==> src/rtl/lfsr_seq_pkg.sv <==
// Shared types and defaults for the LFSR-to-UART burst sequencer.
// The state encoding is exported so a debug port can present it directly.
package lfsr_seq_pkg;

   typedef enum logic [2:0] {
      ST_IDLE      = 3'd0,
      ST_ADVANCE   = 3'd1,
      ST_LOAD      = 3'd2,
      ST_SEND      = 3'd3,
      ST_WAIT_DONE = 3'd4,
      ST_GAP       = 3'd5,
      ST_FINISH    = 3'd6
   } seq_state_t;

   localparam int DEF_STEPS_PER_BYTE = 8;
   localparam int DEF_GAP_CYCLES     = 16;
   localparam int DEF_COUNT_WIDTH    = 16;

   // Width of the shared step/gap timer; wide enough for any practical gap.
   localparam int TIMER_WIDTH        = 16;

endpackage

==> src/rtl/seq_down_counter.sv <==
// Loadable down-counter that saturates at zero and flags when it is there.
// The sequencer shares one instance between LFSR stepping and inter-byte gaps.
module seq_down_counter #(
   parameter int WIDTH = 16
) (
   input  logic             clk,
   input  logic             rst_n,
   input  logic             load,
   input  logic [WIDTH-1:0] load_value,
   input  logic             dec,
   output logic             zero
);

   logic [WIDTH-1:0] count;

   always_ff @(posedge clk or negedge rst_n) begin
      if (!rst_n) begin
         count <= '0;
      end else if (load) begin
         count <= load_value;
      end else if (dec && (count != '0)) begin
         count <= count - 1'b1;
      end
   end

   assign zero = (count == '0);

endmodule

==> src/rtl/lfsr_tx_sequencer.sv <==
// Sends bursts of pseudo-random bytes: steps an external LFSR, captures its low
// byte and hands it to a UART transmitter, with an idle gap between bytes.
//
// Handshake: o_TX_DV is a single-cycle strobe issued only while the transmitter
// reports i_TX_Active = 0; the frame is then owned by the transmitter until its
// single-cycle i_TX_Done pulse, which is the only event that advances the count.
module lfsr_tx_sequencer
   import lfsr_seq_pkg::*;
#(
   parameter int STEPS_PER_BYTE = DEF_STEPS_PER_BYTE,
   parameter int GAP_CYCLES     = DEF_GAP_CYCLES,
   parameter int COUNT_WIDTH    = DEF_COUNT_WIDTH
) (
   input  logic                   i_Clock,
   input  logic                   i_Rst_L,
   input  logic                   i_Start,
   input  logic                   i_Abort,
   input  logic [COUNT_WIDTH-1:0] i_Burst_Len,
   output logic                   o_LFSR_Enable,
   input  logic [7:0]             i_LFSR_Byte,
   output logic                   o_TX_DV,
   output logic [7:0]             o_TX_Byte,
   input  logic                   i_TX_Active,
   input  logic                   i_TX_Done,
   output logic                   o_Busy,
   output logic                   o_Done,
   output logic [COUNT_WIDTH-1:0] o_Bytes_Sent,
   output logic [2:0]             o_State
);

   // Timer is loaded with N-1 on entry so the state lasts exactly N cycles.
   localparam logic [TIMER_WIDTH-1:0] STEPS_LOAD = TIMER_WIDTH'(STEPS_PER_BYTE - 1);
   localparam logic [TIMER_WIDTH-1:0] GAP_LOAD   =
      TIMER_WIDTH'((GAP_CYCLES > 0) ? (GAP_CYCLES - 1) : 0);

   seq_state_t             state, state_next;
   logic [COUNT_WIDTH-1:0] burst_len;
   logic [COUNT_WIDTH-1:0] count_inc;
   logic                   abort_pending;

   logic                   tmr_load, tmr_dec, tmr_zero;
   logic [TIMER_WIDTH-1:0] tmr_load_value;
   logic                   capture, clear_count, inc_count, latch_len;
   logic                   abort_set, abort_clr;

   seq_down_counter #(.WIDTH(TIMER_WIDTH)) u_timer (
      .clk        (i_Clock),
      .rst_n      (i_Rst_L),
      .load       (tmr_load),
      .load_value (tmr_load_value),
      .dec        (tmr_dec),
      .zero       (tmr_zero)
   );

   assign count_inc = o_Bytes_Sent + 1'b1;
   assign o_Busy    = (state != ST_IDLE);
   assign o_State   = state;

   always_ff @(posedge i_Clock or negedge i_Rst_L) begin
      if (!i_Rst_L) begin
         state <= ST_IDLE;
      end else begin
         state <= state_next;
      end
   end

   always_comb begin
      state_next     = state;
      tmr_load       = 1'b0;
      tmr_load_value = STEPS_LOAD;
      tmr_dec        = 1'b0;
      capture        = 1'b0;
      clear_count    = 1'b0;
      inc_count      = 1'b0;
      latch_len      = 1'b0;
      abort_set      = 1'b0;
      abort_clr      = 1'b0;
      o_LFSR_Enable  = 1'b0;
      o_TX_DV        = 1'b0;
      o_Done         = 1'b0;

      case (state)
         ST_IDLE: begin
            if (i_Start && !i_Abort) begin
               clear_count = 1'b1;
               if (i_Burst_Len != '0) begin
                  latch_len  = 1'b1;
                  tmr_load   = 1'b1;
                  state_next = ST_ADVANCE;
               end else begin
                  state_next = ST_FINISH;
               end
            end
         end
         ST_ADVANCE: begin
            if (i_Abort) begin
               state_next = ST_IDLE;
            end else begin
               o_LFSR_Enable = 1'b1;
               if (tmr_zero) state_next = ST_LOAD;
               else          tmr_dec    = 1'b1;
            end
         end
         ST_LOAD: begin
            if (i_Abort) begin
               state_next = ST_IDLE;
            end else if (!i_TX_Active) begin
               capture    = 1'b1;
               state_next = ST_SEND;
            end
         end
         ST_SEND: begin
            if (i_Abort) begin
               state_next = ST_IDLE;
            end else begin
               o_TX_DV    = 1'b1;
               state_next = ST_WAIT_DONE;
            end
         end
         ST_WAIT_DONE: begin
            // An abort here only takes effect once the frame in flight completes.
            abort_set = i_Abort;
            if (i_TX_Done) begin
               inc_count = 1'b1;
               abort_clr = 1'b1;
               if (abort_pending || i_Abort) begin
                  state_next = ST_IDLE;
               end else if (count_inc == burst_len) begin
                  state_next = ST_FINISH;
               end else if (GAP_CYCLES == 0) begin
                  tmr_load   = 1'b1;
                  state_next = ST_ADVANCE;
               end else begin
                  tmr_load       = 1'b1;
                  tmr_load_value = GAP_LOAD;
                  state_next     = ST_GAP;
               end
            end
         end
         ST_GAP: begin
            if (i_Abort) begin
               state_next = ST_IDLE;
            end else if (tmr_zero) begin
               tmr_load   = 1'b1;
               state_next = ST_ADVANCE;
            end else begin
               tmr_dec = 1'b1;
            end
         end
         ST_FINISH: begin
            o_Done     = 1'b1;
            state_next = ST_IDLE;
         end
         default: state_next = ST_IDLE;
      endcase
   end

   always_ff @(posedge i_Clock or negedge i_Rst_L) begin
      if (!i_Rst_L) begin
         o_TX_Byte     <= '0;
         o_Bytes_Sent  <= '0;
         burst_len     <= '0;
         abort_pending <= 1'b0;
      end else begin
         if (capture)     o_TX_Byte    <= i_LFSR_Byte;
         if (latch_len)   burst_len    <= i_Burst_Len;
         if (clear_count) o_Bytes_Sent <= '0;
         else if (inc_count) o_Bytes_Sent <= count_inc;
         if (abort_clr)      abort_pending <= 1'b0;
         else if (abort_set) abort_pending <= 1'b1;
      end
   end

endmodule

==> config.mk <==
export PLATFORM = sky130hd
export DESIGN_NAME = lfsr_tx_sequencer
export DESIGN_NICKNAME = d
export VERILOG_FILES = /design/src/rtl/lfsr_seq_pkg.sv /design/src/rtl/seq_down_counter.sv /design/src/rtl/lfsr_tx_sequencer.sv
export SDC_FILE = /design/constraint.sdc
export NUM_CORES = 1
export LEC_CHECK = 0
export ABC_AREA = 1
export ABC_CLOCK_PERIOD_IN_PS = 2700
export BUFFER_PORTS_ARGS = -buffer_cell sky130_fd_sc_hd__buf_2
export CORE_ASPECT_RATIO = 0.9
export CORE_MARGIN = 10
export CORE_UTILIZATION = 55
export DETAILED_ROUTE_END_ITERATION = 8
export PLACE_DENSITY = 0.78
export SKIP_CTS_REPAIR_TIMING = 1
export SYNTH_ARGS = -nofsm -noshare
export SYNTH_HDL_FRONTEND = slang
export SYNTH_SLANG_ARGS = --single-unit
export TNS_END_PERCENT = 5
==> constraint.sdc <==
create_clock -name i_Clock -period 2.7 [get_ports i_Clock]
set_input_delay 0.54 -clock i_Clock [delete_from_list [all_inputs] [get_ports i_Clock]]
set_output_delay 0.54 -clock i_Clock [all_outputs]
set_load 0.01 [all_outputs]
# After elaboration in Yosys (flattened, before gate mapping)
# Cells that the tools add are included.
# op_classes
addsub	2
mux	47
n_bitwise	0
reduce_logical	14
n_shift	0
magnitude_cmp	0
div	0
mul	0
eq_ne	12
# ops
operator	n
$mux W16	4
$mux W3	11
$reduce_bool A16 Y1	2
$mux W1	25
$pmux W3 S6	1
$add A16 B1 Y16 const B	1
$eq A16 B16 Y1	1
$logic_not A16 Y1	1
$mux W4	4
$sub A16 B1 Y16 const B	1
$eq A3 B3 Y1 const B	3
$ne A3 B3 Y1 const B	3
$eq A3 B2 Y1 const B	2
$reduce_bool A2 Y1	3
$reduce_and A5 Y1	1
$ne A2 B2 Y1 const B	2
$eq A3 B1 Y1 const B	1
$logic_not A3 Y1	1
$pmux W1 S3	1
$reduce_bool A3 Y1	1
$logic_and A1 B1 Y1	2
$mux W2	1
$reduce_or A2 Y1	1
$logic_not A1 Y1	1
$logic_or A1 B1 Y1	1
# word_totals
input_bits	30
elab_cells	81
mem_bits_ro	0
register_bits	60
latchBits	0
mem_count	0
ramBits	0

# Depth between registers and ports, before layout
# Gate-level depths: netlist (run 1).
# depth
word_depth	7
depth_mapped	16
depth_no_buf	16

# Modules after synthesis
# A second synthesis (run 1) with hierarchy kept.
# unflattened
hier_cells	548
hier_area_um2	3928.8
# by_module_without_submodules
mod	cells_each	seq_area_each_um2	area_per_inst_um2	instances
lfsr_tx_sequencer	365	1101.1	2678.8	1
seq_down_counter	183	400.4	1249.9	1

# Least setup slack after synthesis (run 1)
# No wires, ideal clock.
# synth_path
path_type	register to register
start	register o_Bytes_Sent[1]
end	register u_timer.count[15]
setup_ps	121
slack_ps	732
n_path_buf	1
arrival_time_ps	1848
stages_incl_launch_ff	15
cell_sequence	dfrtp_1 ha_1 nand3_1 nor2_1 nand2_1 and2_1 nor2_1 a21oi_1 nand2_1 nor2_2 nand2_2 nand3_4 nand2_4 buf_6 nor2_2
# synth_between
elab_chain_len	7
elab_cells_between_ends	8
# synth_lines
item	line	rtl
start: declaration	lfsr_tx_sequencer.sv:27	output logic [COUNT_WIDTH-1:0] o_Bytes_Sent,
start signal: assignment	lfsr_tx_sequencer.sv:168	else if (inc_count) o_Bytes_Sent <= count_inc;
$add A16 B1 Y16 (*)	lfsr_tx_sequencer.sv:55	assign count_inc = o_Bytes_Sent + 1'b1;
$eq A16 B16 Y1 (*)	lfsr_tx_sequencer.sv:128	end else if (count_inc == burst_len) begin
$mux W1 (*)	lfsr_tx_sequencer.sv:128	
$mux W1 (*)	lfsr_tx_sequencer.sv:126	if (abort_pending || i_Abort) begin
$mux W1 (*)	lfsr_tx_sequencer.sv:123	if (i_TX_Done) begin
$pmux W1 S3 (*)	lfsr_tx_sequencer.sv:82	case (state)
$mux W16 or $reduce_bool A2 Y1 (tied branches)	--	
end signal: assignment	seq_down_counter.sv:20	count <= load_value;
end signal: assignment	seq_down_counter.sv:22	count <= count - 1'b1;
end: declaration	seq_down_counter.sv:14	logic [WIDTH-1:0] count;
# Every way passes the cells marked *; elsewhere a longest branch is shown, timed or not.
# A chain may end at the register's enable or synchronous reset.

# Worst setup path after layout (run 1)
# layout_path
start	register o_Bytes_Sent[1]
end	register u_timer.count[4]
# Same word-level chain as after synthesis.

==> metrics.md, run 1 <==
| Metric | Value |
|---|---|
| Status | finished, final reports clean |
| Post-synth EDFFs | 0 |
| Post-DRT Antenna Nets | 0 |
| Seq cells post-synth | 60 |
| Skew final | 0.00698 ns |
| Initial core utilization | 0.570 |
| Synth Flop Type | dfrtp_1 |
| Pin count of the biggest net entering global routing | 61 |
| Number of library cell types mapped by synthesis | 32 |
| Crit-path most repeated cell | nand2_1 |
| Final Power | 3.41 mW |
| Top cells by area, synth | dfrtp_1 43%, nand2_1 14%, inv_1 6.8% |
| Count leader, synth | nand2_1 |
| RSZ-0062 raised after global routing | false |
| Die ar. | 0.00996 mm² |
| Final #Nets | 570 |
| Clock-pin slew on the worst setup and hold paths | 0.08 ns |
| Synth cell count leaders | 128 x nand2_1, 63 x inv_1, 60 x dfrtp_1 |
| Die height | 95.7 µm |
| CP max stage cell | dfrtp_1 |
| Register-to-Register Path Depth | 13 |
| CTS H-tree lvls | 3 |
| WP depth | 13 |
| Register area share after synthesis | 0.429 |
| Final Hold Vio Count | 0 |
| Final RePlAce weighted congestion | 0.937 |
| Post-DR wirelength/cell | 14.4 µm |
| Worst-path fanout max | 12 |
| Fin crit period | 2.22 ns |
| Port Buf Inserts | 60 |
| First-pass GRT wire length | 15.1 mm |
| Fin cells | 630 |
| Crit-path leading delay family | simple AND/OR/NAND/NOR gates |
| Num ports | 61 |
| Final slew viol count | 0 |
| Leakage Power | 2.07 nW |
| Hold Crit Class | in -> async |
| R2R Path End | u_timer.count[4] |
| Via Count | 3,374 |
| Yosys warning total | 0 |
| Dpl cells | 614 |
| Vias in the first global route | 3,390 |
| Post-Syn Nets | 503 |
| Detailed Route Iter0 Violations | 227 |
| Initial antenna violation count | 0 |
| WS Path Type | reg -> reg |
| Synth area leader | dfrtp_1 |
| Total CTS buffers | 9 |
| Clk buf depth | 2 |
| Cell Area, Synth | 0.00350 mm² |
| Final worst path period share | 0.821 |
| Clock sinks | 60 |
| Syn Area/Cell | 7.44 µm² |
| Final HPWL DP | 6.77 mm |
| Relative slew slack | 0.500 |
| Gr usage total | 0.185 |
| FF-to-FF setup slack | 0.48 ns |
| Area growth, synth to finish | 18.1% |
| Post-synth top area share | 0.429 |
| Share of cells above drive strength 1 | 0.215 |
| Worst slew pin tran | 0.749 ns |
| Worst path arrival time | 2.49 ns |
| FF-to-FF Start | o_Bytes_Sent[1] |
| FFs w/ async S/R, synth | 1.00 |
| Placed inst area | 0.00391 mm² |
| Crit-path cells | ha_1, nand2_1, nor2_4, nand4_1, nand3_1, nand2_1, nor2_1, nand2_1, nor2_2, nand2_2, nand3_4, nand2_4, nor2_1 |
| Worst setup path start | o_Bytes_Sent[1] |
| Max incr delay on CP | 0.43 ns |
| Core area | 0.00615 mm² |
| Worst setup EP type | register |
| CP Capture Point | u_timer.count[4] |
| Via/cell ratio | 5.36 |
| Max capacitance violation total | 0 |
| Post-Route WL | 9.08 mm |
| Worst setup margin | 0.482 ns |
| # diodes | 0 |
| Root Buffer | clkbuf_8 |
| DRC viols | 0 |
| Final instance area | 0.00414 mm² |
| Crit path required time | 2.97 ns |
| VDD IR max | 0.561 mV |
| Clock Latency Late Sink | 0.34 ns |
| GRT Residual Overflow | 0 |
| TNS Setup | 0 ns |
| Cell row count | 27 |
| Synth Instances | 471 |
| PD cells | 825 mW/mm² |
| Pre-CTS WS | 0.392 ns |
| FMAX | 451 MHz |
| CTS tree | built |
| DR pass1 iterations | 5 |
| Finish-stage setup viols | 0 |
| Chip Width | 104 µm |
| Critical Path Source Type | register |
| Bufs and invs on worst path | 0 |
## per-layer routing
layer	global-route usage	vias to the layer above	wire, µm
met5	0	-	0
met1	0.212	1561	3740
met2	0.324	141	4350
li1	-	1643	-
met3	0.0621	29	788
met4	0.0625	0	199
## cell usage in the layout (no fill, tap or decap), types with 8 or more instances in the layout
master	n
nor2_1	50
nand3_1	43
xor2_1	11
nor2_2	13
clkbuf_8	9
mux2_2	8
dfrtp_1	60
nand2_1	128
buf_2	60
o21ai_0	26
inv_1	63
nand4_1	11
## power breakdown
part	internal (mW)	total, mW	switching [mW]	leakage, nW
combinational	0.450	1.18	0.734	1.17
clock	0.524	0.919	0.396	0.106
sequential	1.15	1.31	0.161	0.787
## worst min-delay path by stage
stage                      start            end  slack [ns]  cells past startpoint
floorplan                i_Rst_L  abort_pending        0.24                      0
global placement    o_TX_Byte[7]   o_TX_Byte[7]        0.48                      1
detailed placement  o_TX_Byte[2]   o_TX_Byte[2]        0.49                      1
CTS                      i_Rst_L   burst_len[5]        0.19                      2
global route             i_Rst_L   burst_len[5]        0.21                      2
finish                   i_Rst_L   burst_len[4]        0.19                      2
## layout make-up
type	instances	area [µm²]
fill	554	2010
multi-input combinational	340	1730
sequential	60	1500
timing repair buffer	63	335
inverter	64	240
clock buffer	9	124
tap	87	109
clock inverter	7	101
## registers in the layout, summed over array words and instances (netlist names)
register and count:
o_State 3, u_timer.count 16, o_Bytes_Sent 16, o_TX_Byte 8
burst_len 16, abort_pending 1
## cells by family (layout without fill, tap and decap cells)
kind of cell	after synthesis	count (layout)	share of synthesized area
simple gates	274	274	0.358
buf+inv	71	143	0.0782
flops	60	60	0.429
compound gates	41	41	0.0647
xor+xnor	15	15	0.0375
mux	8	8	0.0257
fa+ha+maj	2	2	0.00714
## through the flow
step           hold WS, ns   util
2_1_floorplan        0.244      -
5_1_grt              0.206  0.673
3_3_place_gp         0.482  0.636
3_5_place_dp         0.488  0.636
6_report             0.189  0.673
4_1_cts              0.195  0.673
Power figures use the tool's default switching activity.
==> inputs of run 2 (changes only) <==
--- a/config.mk
+++ b/config.mk
@@ -6,7 +6,7 @@
 export NUM_CORES = 1
 export LEC_CHECK = 0
 export ABC_AREA = 1
-export ABC_CLOCK_PERIOD_IN_PS = 2700
+export ABC_CLOCK_PERIOD_IN_PS = 2200
 export BUFFER_PORTS_ARGS = -buffer_cell sky130_fd_sc_hd__buf_2
 export CORE_ASPECT_RATIO = 0.9
 export CORE_MARGIN = 10
==> constraint.sdc (replaced) <==
create_clock -name i_Clock -period 2.2 [get_ports i_Clock]
set_input_delay 0.44 -clock i_Clock [delete_from_list [all_inputs] [get_ports i_Clock]]
set_output_delay 0.44 -clock i_Clock [all_outputs]
set_load 0.01 [all_outputs]
==> metrics.md, run 2 (synthesized netlist as in run 1, its figures left out) <==
| Metric | Value |
|---|---|
| Commonest non-fill, non-tap cell in the layout | nand2_1 (unchanged) |
| CP max stage cell | dfrtp_1 (unchanged) |
| Worst setup margin | -0.0801 ns (was 0.482 ns) |
| Total CTS buffers | 9 (unchanged) |
| Final slew viol count | 0 (unchanged) |
| Root Buffer | clkbuf_8 (unchanged) |
| Port Buf Inserts | 60 (unchanged) |
| Final #Nets | 579 (was 570) |
| Share of cells above drive strength 1 | 0.236 (was 0.215) |
| Clock Latency Late Sink | 0.36 ns (was 0.34 ns) |
| FF-to-FF Start | o_Bytes_Sent[0] (was o_Bytes_Sent[1]) |
| R2R Path End | u_timer.count[15] (was u_timer.count[4]) |
| Register-to-Register Path Depth | 14 (was 13) |
| Crit-path most repeated cell | nand2_1 (unchanged) |
| Crit-path leading delay family | simple AND/OR/NAND/NOR gates (unchanged) |
| Vias in the first global route | 3,446 (was 3,390) |
| Via Count | 3,440 (was 3,374) |
| RSZ-0062 raised after global routing | true (was false) |
| Final Hold Vio Count | 0 (unchanged) |
| Fin crit period | 2.28 ns (was 2.22 ns) |
| Worst slew pin tran | 0.355 ns (was 0.749 ns) |
| Gr usage total | 0.194 (was 0.185) |
| Clk buf depth | 2 (unchanged) |
| Post-Route WL | 9.60 mm (was 9.08 mm) |
| Post-DRT Antenna Nets | 0 (unchanged) |
| Chip Width | 104 µm (unchanged) |
| First-pass GRT wire length | 15.7 mm (was 15.1 mm) |
| Cell row count | 27 (unchanged) |
| WS Path Type | reg -> reg (unchanged) |
| Worst-path fanout max | 12 (unchanged) |
| Clock-pin slew on the worst setup and hold paths | 0.07 ns (was 0.08 ns) |
| Detailed Route Iter0 Violations | 294 (was 227) |
| CTS H-tree lvls | 3 (unchanged) |
| Bufs and invs on worst path | 1 (was 0) |
| Leakage Power | 2.15 nW (was 2.07 nW) |
| Max capacitance violation total | 0 (unchanged) |
| Post-DR wirelength/cell | 15.0 µm (was 14.4 µm) |
| Layout fillers | 509 (was 554) |
| Area growth, synth to finish | 22.5% (was 18.1%) |
| Initial antenna violation count | 0 (unchanged) |
| Skew final | 0.0106 ns (was 0.00698 ns) |
| Die ar. | 0.00996 mm² (unchanged) |
| Status | finished, violations left (was finished, final reports clean) |
| # diodes | 0 (unchanged) |
| Worst setup EP type | register (unchanged) |
| PD cells | 1050 mW/mm² (was 825 mW/mm²) |
| Max incr delay on CP | 0.43 ns (about the same) |
| Num ports | 61 (unchanged) |
| GRT Residual Overflow | 0 (unchanged) |
| Relative slew slack | 0.763 (was 0.500) |
| Pre-CTS WS | -0.0564 ns (was 0.392 ns) |
| Hold Crit Class | in -> async (unchanged) |
| DRC viols | 0 (unchanged) |
| WP depth | 14 (was 13) |
| Critical Path Source Type | register (unchanged) |
| Top Registers | burst_len: 16 flops, o_Bytes_Sent: 16 flops, u_timer.count: 16 flops (unchanged) |
| Pin count of the biggest net entering global routing | 61 (unchanged) |
| Clock sinks | 60 (unchanged) |
| Final RePlAce weighted congestion | 0.929 (was 0.937) |
| Finish-stage setup viols | 12 (was 0) |
| FMAX | 439 MHz (was 451 MHz) |
| Failing checks | setup timing |
| Worst path arrival time | 2.57 ns (was 2.49 ns) |
| Commonest cells after routing, fill and taps aside | 128 x nand2_1, 63 x inv_1, 60 x dfrtp_1, 60 x buf_2, 47 x nor2_1 (was 128 x nand2_1, 63 x inv_1, 60 x dfrtp_1, 60 x buf_2, 50 x nor2_1) |
| CTS tree | built (unchanged) |
| Die height | 95.7 µm (unchanged) |
| VDD IR max | 0.815 mV (was 0.561 mV) |
| Final HPWL DP | 6.77 mm (about the same) |
| Crit-path cells | ha_4, nand2_1, nor2_4, buf_4, nand4_1, nand3_1, nand2_1, nor2_1, nand2_1, nor2_2, nand2_2, nand3_4, nand2_8, nor2_2 (was ha_1, nand2_1, nor2_4, nand4_1, nand3_1, nand2_1, nor2_1, nand2_1, nor2_2, nand2_2, nand3_4, nand2_4, nor2_1) |
| Initial core utilization | 0.570 (unchanged) |
| Crit path required time | 2.49 ns (was 2.97 ns) |
| FF-to-FF setup slack | -0.08 ns (was 0.48 ns) |
| Core area | 0.00615 mm² (unchanged) |
| DR pass1 iterations | 5 (unchanged) |
| Final Util | 0.698 (was 0.673) |
| Final worst path period share | 1.04 (was 0.821) |
| Via/cell ratio | 5.38 (was 5.36) |
[run 2: power breakdown]
group | total [mW] | switching (mW) | internal (mW) | leakage (nW)
clock | 1.35 | 0.478 | 0.877 | 0.136
combinational | 1.53 | 0.927 | 0.606 | 1.22
sequential | 1.62 | 0.213 | 1.41 | 0.787
[run 2: layout make-up]
type                    count  area [µm²]  share of cell area
multi-input cells         340        1760               0.409
flip-flops and latches     60        1500               0.350
repair buffers             72         415              0.0968
inverters                  64         240              0.0560
clock buffers              13         179              0.0417
well taps                  87         109              0.0254
clock inverters             3        90.1              0.0210
[run 2: worst max-delay path by stage]
stage	from	endpoint
floorplan	o_Bytes_Sent[1]	u_timer.count[15]
detailed placement	o_Bytes_Sent[1]	u_timer.count[4]
finish	o_Bytes_Sent[0]	u_timer.count[15]
CTS	o_Bytes_Sent[1]	u_timer.count[4]
global placement	o_Bytes_Sent[0]	u_timer.count[5]
global route	o_Bytes_Sent[0]	u_timer.count[4]
[run 2: per-layer routing]
metal | global-route usage | share of wire | up-vias
met5 | 0 | 0 | -
met4 | 0.0787 | 0.024 | 0
met3 | 0.0628 | 0.088 | 31
met2 | 0.330 | 0.48 | 164
met1 | 0.226 | 0.41 | 1593
li1 | - | - | 1652
[run 2: through the flow]
stage / total power, mW / instances / area, µm² / hold slack [ns] / TNS [ns]
CTS: 4.47 / 634 / 4220 / 0.0876 / -1.26
finish: 4.51 / 639 / 4290 / 0.0728 / -0.800
floorplan: 2.60 / 471 / 3500 / 0.144 / 0
detailed placement: 3.11 / 618 / 3960 / 0.471 / -0.461
global placement: 3.06 / 618 / 3960 / 0.469 / 0
global route: 4.81 / 639 / 4290 / 0.0983 / -2.91
